<file path="src/rtl/branch_issue_queue.sv">
// In-order branch issue queue: a circular buffer whose entries wake up from CDB broadcasts.
// Optional macro BRQ_CDB_BYPASS_EN captures a same-cycle broadcast into the entry being enqueued.

package branch_issue_queue_pkg;
  localparam int PREG_W = 6;

  typedef struct packed {
    logic              valid;
    logic [PREG_W-1:0] pd;
  } cdb_entry_t;

  typedef struct packed {
    logic              valid;
    logic [PREG_W-1:0] pd;
    logic [PREG_W-1:0] ps1;
    logic              ps1_v;
    logic [PREG_W-1:0] ps2;
    logic              ps2_v;
    logic [3:0]        br_mask;
    logic [3:0]        op;
    logic [31:0]       pc;
  } rename_data_t;
endpackage

module branch_issue_queue
  import branch_issue_queue_pkg::*;
#(
  parameter int DEPTH   = 16,
  parameter int NUM_CDB = 2,
  parameter int PTR_W   = $clog2(DEPTH) + 1
) (
  input  logic                 clk,
  input  logic                 rst,
  input  logic                 flush,
  input  cdb_entry_t           cdb_entry [NUM_CDB],
  input  logic                 enq_valid,
  input  rename_data_t         enq_entry,
  output logic                 enq_ready,
  output logic                 issue_valid,
  input  logic                 issue_ready,
  output rename_data_t         issue_entry,
  output logic [PTR_W-1:0]     count,
  output logic                 is_empty,
  output logic                 is_full
);

  localparam int IDX_W = PTR_W - 1;
  localparam logic [PTR_W-1:0] PTR_ONE = PTR_W'(1);

  logic [PTR_W-1:0] r_head;
  logic [PTR_W-1:0] r_tail;
  rename_data_t     r_mem [DEPTH];

  logic [IDX_W-1:0] w_head_idx;
  logic [IDX_W-1:0] w_tail_idx;
  rename_data_t     w_head_entry;
  rename_data_t     w_enq_data;
  logic [DEPTH-1:0] w_wake_ps1;
  logic [DEPTH-1:0] w_wake_ps2;
  logic             w_enq_fire;
  logic             w_issue_fire;

  assign w_head_idx   = r_head[IDX_W-1:0];
  assign w_tail_idx   = r_tail[IDX_W-1:0];
  assign w_head_entry = r_mem[w_head_idx];

  assign is_empty = (r_head == r_tail);
  assign is_full  = (w_head_idx == w_tail_idx) && (r_head[PTR_W-1] != r_tail[PTR_W-1]);
  assign count    = r_tail - r_head;

  // Handshake: a transfer happens on a rising edge where valid && ready are both high.
  // Ready never depends on the partner's valid; flush withdraws both sides for that cycle.
  assign enq_ready   = !is_full && !flush;
  assign issue_valid = !is_empty && !flush && w_head_entry.valid &&
                       w_head_entry.ps1_v && w_head_entry.ps2_v;
  assign issue_entry = issue_valid ? w_head_entry : '0;

  assign w_enq_fire   = enq_valid && enq_ready;
  assign w_issue_fire = issue_valid && issue_ready;

  // Physical register 0 is the hardwired zero register and never signals a wakeup.
  always_comb begin
    w_wake_ps1 = '0;
    w_wake_ps2 = '0;
    for (int i = 0; i < DEPTH; i++) begin
      for (int k = 0; k < NUM_CDB; k++) begin
        if (cdb_entry[k].valid && (cdb_entry[k].pd != '0)) begin
          if (cdb_entry[k].pd == r_mem[i].ps1) w_wake_ps1[i] = 1'b1;
          if (cdb_entry[k].pd == r_mem[i].ps2) w_wake_ps2[i] = 1'b1;
        end
      end
    end
  end

  always_comb begin
    w_enq_data = enq_entry;
`ifdef BRQ_CDB_BYPASS_EN
    for (int k = 0; k < NUM_CDB; k++) begin
      if (cdb_entry[k].valid && (cdb_entry[k].pd != '0)) begin
        if (cdb_entry[k].pd == enq_entry.ps1) w_enq_data.ps1_v = 1'b1;
        if (cdb_entry[k].pd == enq_entry.ps2) w_enq_data.ps2_v = 1'b1;
      end
    end
`endif
  end

  // Later non-blocking writes win: an enqueue overwrites any wakeup landing on the tail slot.
  always_ff @(posedge clk or posedge rst) begin
    if (rst) begin
      r_head <= '0;
      r_tail <= '0;
      for (int i = 0; i < DEPTH; i++) begin
        r_mem[i] <= '0;
      end
    end else if (flush) begin
      r_head <= '0;
      r_tail <= '0;
      for (int i = 0; i < DEPTH; i++) begin
        r_mem[i] <= '0;
      end
    end else begin
      for (int i = 0; i < DEPTH; i++) begin
        if (w_wake_ps1[i]) r_mem[i].ps1_v <= 1'b1;
        if (w_wake_ps2[i]) r_mem[i].ps2_v <= 1'b1;
      end
      if (w_issue_fire) begin
        r_mem[w_head_idx].valid <= 1'b0;
        r_head                  <= r_head + PTR_ONE;
      end
      if (w_enq_fire) begin
        r_mem[w_tail_idx] <= w_enq_data;
        r_tail            <= r_tail + PTR_ONE;
      end
    end
  end

endmodule

</file>
<file path="config.mk">
export PLATFORM = sky130hd
export DESIGN_NAME = branch_issue_queue
export DESIGN_NICKNAME = d
export VERILOG_FILES = /design/src/rtl/branch_issue_queue.sv
export SDC_FILE = /design/constraint.sdc
export NUM_CORES = 2
export LEC_CHECK = 0
export BUFFER_PORTS_ARGS = -buffer_cell sky130_fd_sc_hd__buf_4
export CORE_ASPECT_RATIO = 0.9
export CORE_MARGIN = 5
export CORE_UTILIZATION = 55
export CTS_BUF_LIST = sky130_fd_sc_hd__clkbuf_4 sky130_fd_sc_hd__clkbuf_8
export DETAILED_ROUTE_END_ITERATION = 8
export PLACE_DENSITY = 0.84
export SYNTH_ARGS = -nofsm -noshare
export SYNTH_HDL_FRONTEND = slang
export SYNTH_SLANG_ARGS = --single-unit
</file>
<file path="constraint.sdc">
create_clock -name clk -period 39 [get_ports clk]
set_input_delay 1.95 -clock clk [delete_from_list [all_inputs] [get_ports clk]]
set_output_delay 1.95 -clock clk [all_outputs]
set_load 0.005 [all_outputs]
</file>
# [Yosys cells after proc, flatten, opt, wreduce, memory -nomap -nowiden]
# Cells that the tools add are included.
[totals] inputBits=80 out_inout_bits=70 regBits=986 wordCells=451
[op_classes] reduce_logical=19 n_bitwise=2 eq_ne=67 n_mux=210 add_sub_neg=3 n_lt_le_gt_ge=4
[op_table] op="976-bit two-way mux" n=4
[op_table] op="976-bit bitwise mux" n=2
[op_table] op="61-bit demux with 4-bit select" n=2
[op_table] op="6-bit == test" n=64
[op_table] op="61-bit two-way mux" n=5
[op_table] op="61-bit binary-select mux with 4-bit select" n=1
[op_table] op="1-bit two-way mux" n=192
[op_table] op="5-bit two-way mux" n=4
[op_table] op="1-bit logical AND" n=12
[op_table] op="6-bit nonzero test" n=2
[op_table] op="5-bit by 1-bit adder with 5-bit output, second input constant" n=2
[op_table] op="5-bit greater-or-equal comparator, second input constant" n=2
[op_table] op="5-bit by 1-bit < comparator with 1-bit output, second input constant" n=2
[op_table] op="4-bit NOT with 5-bit output" n=2
[op_table] op="5-bit == test" n=1
[op_table] op="5-bit subtractor" n=1
[op_table] op="4-bit == test" n=1
[op_table] op="2-bit nonzero test" n=2
[op_table] op="1-bit logical NOT" n=3
[op_table] op="1-bit != test" n=1

# [Depth between registers and ports, before layout]
[depth] depth_word=13 mapped_depth=12 depth_no_buf=9

# [Worst setup path before layout]
# OpenSTA, ideal clock, no wires.
[synth_timing] path_kind="input -> output" startpoint="input flush" endpoint="output issue_entry[10] (netlist bit)" slack_ps=33889 required_ps=37050 arrival_time_ps=3161 stages=8 path_buffers=2 cell_sequence="buf_2 -> a21oi_1 -> o211ai_1 -> nor3_4 -> nand3_4 -> inv_4 -> clkbuf_1 -> and2_1"
[synth_lines] element="start: declaration" line_no="34" rtl="input logic flush,"
[synth_lines] element="end: declaration" line_no="41" rtl="output rename_data_t issue_entry,"

==> impl.org <==
** Placed design
- The placed instances occupy a cell area of 54100 um^2.
- At the end of routability-driven placement, the weighted congestion stood at 0.926.
- Detail Placement HPWL :: 91.3 mm
- Input and output buffers added on the ports amount to 149.

** Floorplan
- Pin placement for this block handled 150 I/O pins.
- Once the floorplan was initialized, standard cells occupied 55.2% of the core.
- The die covers 103000 um^2.
- Row count :: 108
- Die Span X :: 337 um
- After floorplanning, the core was sized to cover 96100 um^2.
- Die H :: 305 um

** Yosys
- In this run, distinct cell masters in the synthesized netlist total 60.
- Yosys printed 0 warnings.
- The cell count after synthesis came out at 5494.
- Number of enable-type register cells in the synthesized netlist :: 0
- In this run, synthesis produced a sequential element count of 986.
- Combinational family with the most area after synthesis :: simple AND/OR/NAND/NOR gates
- Synthesized net count :: 5587
- Summing the areas of all compound-gate instances in the mapped netlist gives 8.12% of the synthesized area.
- Mean instance size in the synthesized netlist :: 9.66 um^2
- Sequential elements use 46.5% of the synthesized area.
- After Yosys synthesis, and, or, nand and nor cells account for 21.2% of the synthesized area.
- Xor and xnor fraction of the mapped netlist area :: 6.47%
- Async set-reset flop share out of synthesis :: 100%
- Netlist Area Pre-Place :: 53100 um^2
- Mux share of post-synthesis cell area :: 12.8%
- Arithmetic-cell share of the synthesized area counting full adders, half adders and majority gates :: 0.321%
- In the synthesized netlist the dominant register cell turns out to be dfrtp_1.

** STA
- Post-route worst hold slack :: 0.515 ns
- Hold violation count in the final report :: 0
- For this run, the top clock speed supported by timing is 145 MHz.
- For the final database, setup skew stands at 0.0481 ns.
- RSZ-0062 raised after global routing :: no
- After layout, the minimum clock period comes to 6.88 ns.
- Final cycle utilization of the critical path :: 17.6%
- Total negative slack for setup checks :: 0 ns
- Number of failing setup endpoints in the final timing report :: 0
- For the pin with the worst max-slew slack, the measured transition is 1.28 ns.
- The count of final max-slew check failures is 0.
- The worst pin sits at a relative slew slack of 14.4%.

** Clocking
- No sink is reached through more buffers than the 3 on the longest clock path.
- Clock latency on the worst-skew pair :: 0.88 ns
- Post-CTS resize count :: 0
- CTS sink count :: 986
- TritonCTS created 160 clock buffers.
- After clock tree synthesis, the clock-pin slew on the worst setup and hold paths is 0.06 ns.
- CTS tree :: yes
- Post-CTS Hold Buffers :: 0
- Setup Buffers After CTS :: 0
- In this run the number of H-tree levels came out at 4.
- Clock Tree Root :: clkbuf_8

** Critical path
- CP required :: 37.05 ns
- Crit path DAT :: 4.93 ns
- Setup slack of the most critical reg-to-reg path :: 33.94 ns
- Counting cells, the worst reg-to-reg path comes to 9.
- STA classifies the critical path endpoint as an output pin.
- The worst register-to-register path begins at r_head[1]$_DFFE_PP0P_.
- The critical path is of the reg -> out type.
- In this run the worst path has a maximum fanout of 72.
- Critical Path Source :: r_head[1]$_DFFE_PP0P_
- Following the worst setup path forward leads to its endpoint at issue_entry[11].
- Terminus of the critical flop-to-flop path :: r_mem[182]$_DFF_PP0_
- Kind of start point of the critical path :: flip-flop

** Route
- For this block, the initial DRC count from the detailed router was 6998.
- Summing over every cut layer, the via total after detailed routing is 43.6k.
- Post-detailed-route via-to-cell ratio :: 6.53
- For this run, design rule violations remaining after detail routing come to 0.
- Total Routed Length :: 167 mm
- Post-route antenna net violation count :: 0
- Dividing the detail-routed wire length by the instance count gives 25.0 um.
- For this run, the detailed router's first-pass iteration total came to 6.

** Final layout
- The library cells used most frequently in the layout, excluding fill and tap cells, are 1673 x nand2_1, 983 x dfrtp_1, 469 x a21oi_1.
- The final layout contains 5382 nets.
- Share of cells above drive strength 1 :: 15.5%
- Final core area utilization :: 59.8%
- Fill count :: 7389
- Once layout is done, the placed cells without fillers occupy 57500 um^2.
- Synthesis-to-layout area growth :: 8.27%
- Commonest non-fill, non-tap cell in the layout :: nand2_1

** Global routing
- Met1 Track Usage GR :: 42.3%
- Global routing finished with a remaining overflow of 0.
- GR met2 Demand/Resource :: 48.1%
- Initial antenna violation count :: 15
- In the global route stage, met3 resource usage came out at 10.1%.
- Busiest metal layer after global routing :: met2
- Entering global routing, the biggest net connects 250 pins.
- The first global-routing pass estimated 259 mm of wire.
- Vias in the first global route :: 44.5k
- In the global route stage, overall resource usage came out at 32.3%.

** Worst hold path
- Counting instances, the worst hold path has a depth of 2.
- Kind of path behind the tightest hold check :: reg -> reg

** Power and ir drop
- Total leakage power :: 0.0247 uW
- For this design the ratio of total power to cell area is 37.5 nW/um^2.
- Largest vdd supply drop :: 26.5 uV
- After layout, the design draws a total of 2160 uW.

** Outcome
- Outcome :: finished clean

** Flow run
- Maximum Capacitance Violations :: 0
==> flip-flops by register name, summed over array words and instances (netlist names) <==
register	cells
r_head	5
r_tail	5
r_mem	976
==> stage by stage <==
stage,setup WS [ns],instances
floorplan,9.31,5494
global placement,32.82,6392
detailed placement,32.82,6392
CTS,32.11,6679
global route,31.88,6684
finish,32.12,6686
==> critical path, stage by stage (launching register included) <==
cell and delay [ns]:
dfrtp_4 1.01, buf_4 0.94, mux2_2 0.31, mux4_2 0.26, nor2_1 0.04, nor2_1 0.19, nand3_4 0.15, inv_4 0.71
and2_1 0.25, buf_4 0.11
==> cells by family (layout without fill, tap and decap cells) <==
logic type                 Yosys count  after routing
and+or+nand+nor                   2435           2435
DFF                                986            986
AOI/OAI and AO/OA                  778            778
buffers and inverters              579            499
xor gates and xnor gates           392            392
muxes                              311            311
adders and majority gates           13             13
other                                0              7
==> where the power goes <==
group          internal (uW)  switching [uW]
clock network            522             441
logic                   46.2             103
registers               1030            9.46
==> routing by layer <==
layer  up-vias  share of wire [%]
li1      18100                  -
met1     21400                 36
met2      3363                 45
met3       727                 13
met4        14                5.9
met5         -              0.058
==> Yosys cell counts (2+ instances only) <==
| library cell | number | share of area (%) |
|---|---|---|
| inv_2 | 2 | 0.014 |
| or4_1 | 3 | 0.042 |
| mux2i_1 | 13 | 0.25 |
| xnor2_1 | 134 | 2.2 |
| mux2_2 | 4 | 0.085 |
| nor3_1 | 11 | 0.10 |
| nand2_1 | 1685 | 12 |
| clkbuf_1 | 335 | 2.4 |
| nor2_1 | 60 | 0.42 |
| a211oi_2 | 9 | 0.21 |
| nand3_1 | 10 | 0.094 |
| a311oi_1 | 35 | 0.58 |
| inv_1 | 12 | 0.085 |
| and3_1 | 4 | 0.047 |
| o211ai_1 | 2 | 0.028 |
| nand2b_1 | 210 | 2.5 |
| a311o_1 | 4 | 0.075 |
| ha_1 | 12 | 0.28 |
| o41a_1 | 3 | 0.064 |
| o31a_1 | 2 | 0.033 |
| a311oi_2 | 2 | 0.057 |
| xor2_1 | 258 | 4.3 |
| nor3b_2 | 2 | 0.047 |
| or2_2 | 2 | 0.024 |
| buf_12 | 2 | 0.075 |
| nor4_1 | 64 | 0.75 |
| inv_4 | 2 | 0.024 |
| buf_2 | 117 | 1.1 |
| nand3b_1 | 268 | 3.8 |
| dfrtp_1 | 986 | 46 |
| mux4_1 | 2 | 0.099 |
| and2_1 | 66 | 0.78 |
| mux4_2 | 291 | 12 |
| nand4_1 | 34 | 0.40 |
| a21oi_1 | 469 | 4.4 |
| buf_6 | 8 | 0.17 |
| buf_4 | 6 | 0.085 |
| nor3_2 | 5 | 0.094 |
| a21o_1 | 2 | 0.028 |
| a41oi_1 | 32 | 0.53 |
| o21ai_0 | 214 | 2.0 |
| buf_1 | 94 | 0.66 |
==> worst min path at each step <==
stage / startpoint / endpoint
global route: r_mem[816]$_DFFE_PP0P_ / r_mem[816]$_DFFE_PP0P_
finish: r_mem[305]$_DFFE_PP0P_ / r_mem[305]$_DFFE_PP0P_
detailed placement: r_mem[817]$_DFFE_PP0P_ / r_mem[817]$_DFFE_PP0P_
CTS: r_mem[817]$_DFFE_PP0P_ / r_mem[817]$_DFFE_PP0P_
global placement: r_mem[925]$_DFFE_PP0P_ / r_mem[925]$_DFFE_PP0P_
floorplan: r_mem[822]$_DFFE_PP0P_ / r_mem[822]$_DFFE_PP0P_
==> final cells by class <==
cell class / count / area [um^2] / area share (%)
sequential: 986 / 24700 / 43.0
antenna: 7 / 17.5 / 0.0305
timing repair buffer: 196 / 1550 / 2.70
clock inverter: 32 / 284 / 0.494
clock buffer: 255 / 3110 / 5.41
multi-input combinational: 3929 / 26200 / 45.5
inverter: 16 / 75.1 / 0.131
tap: 1265 / 1580 / 2.75
No activity file was read; power rests on OpenSTA's default activity.
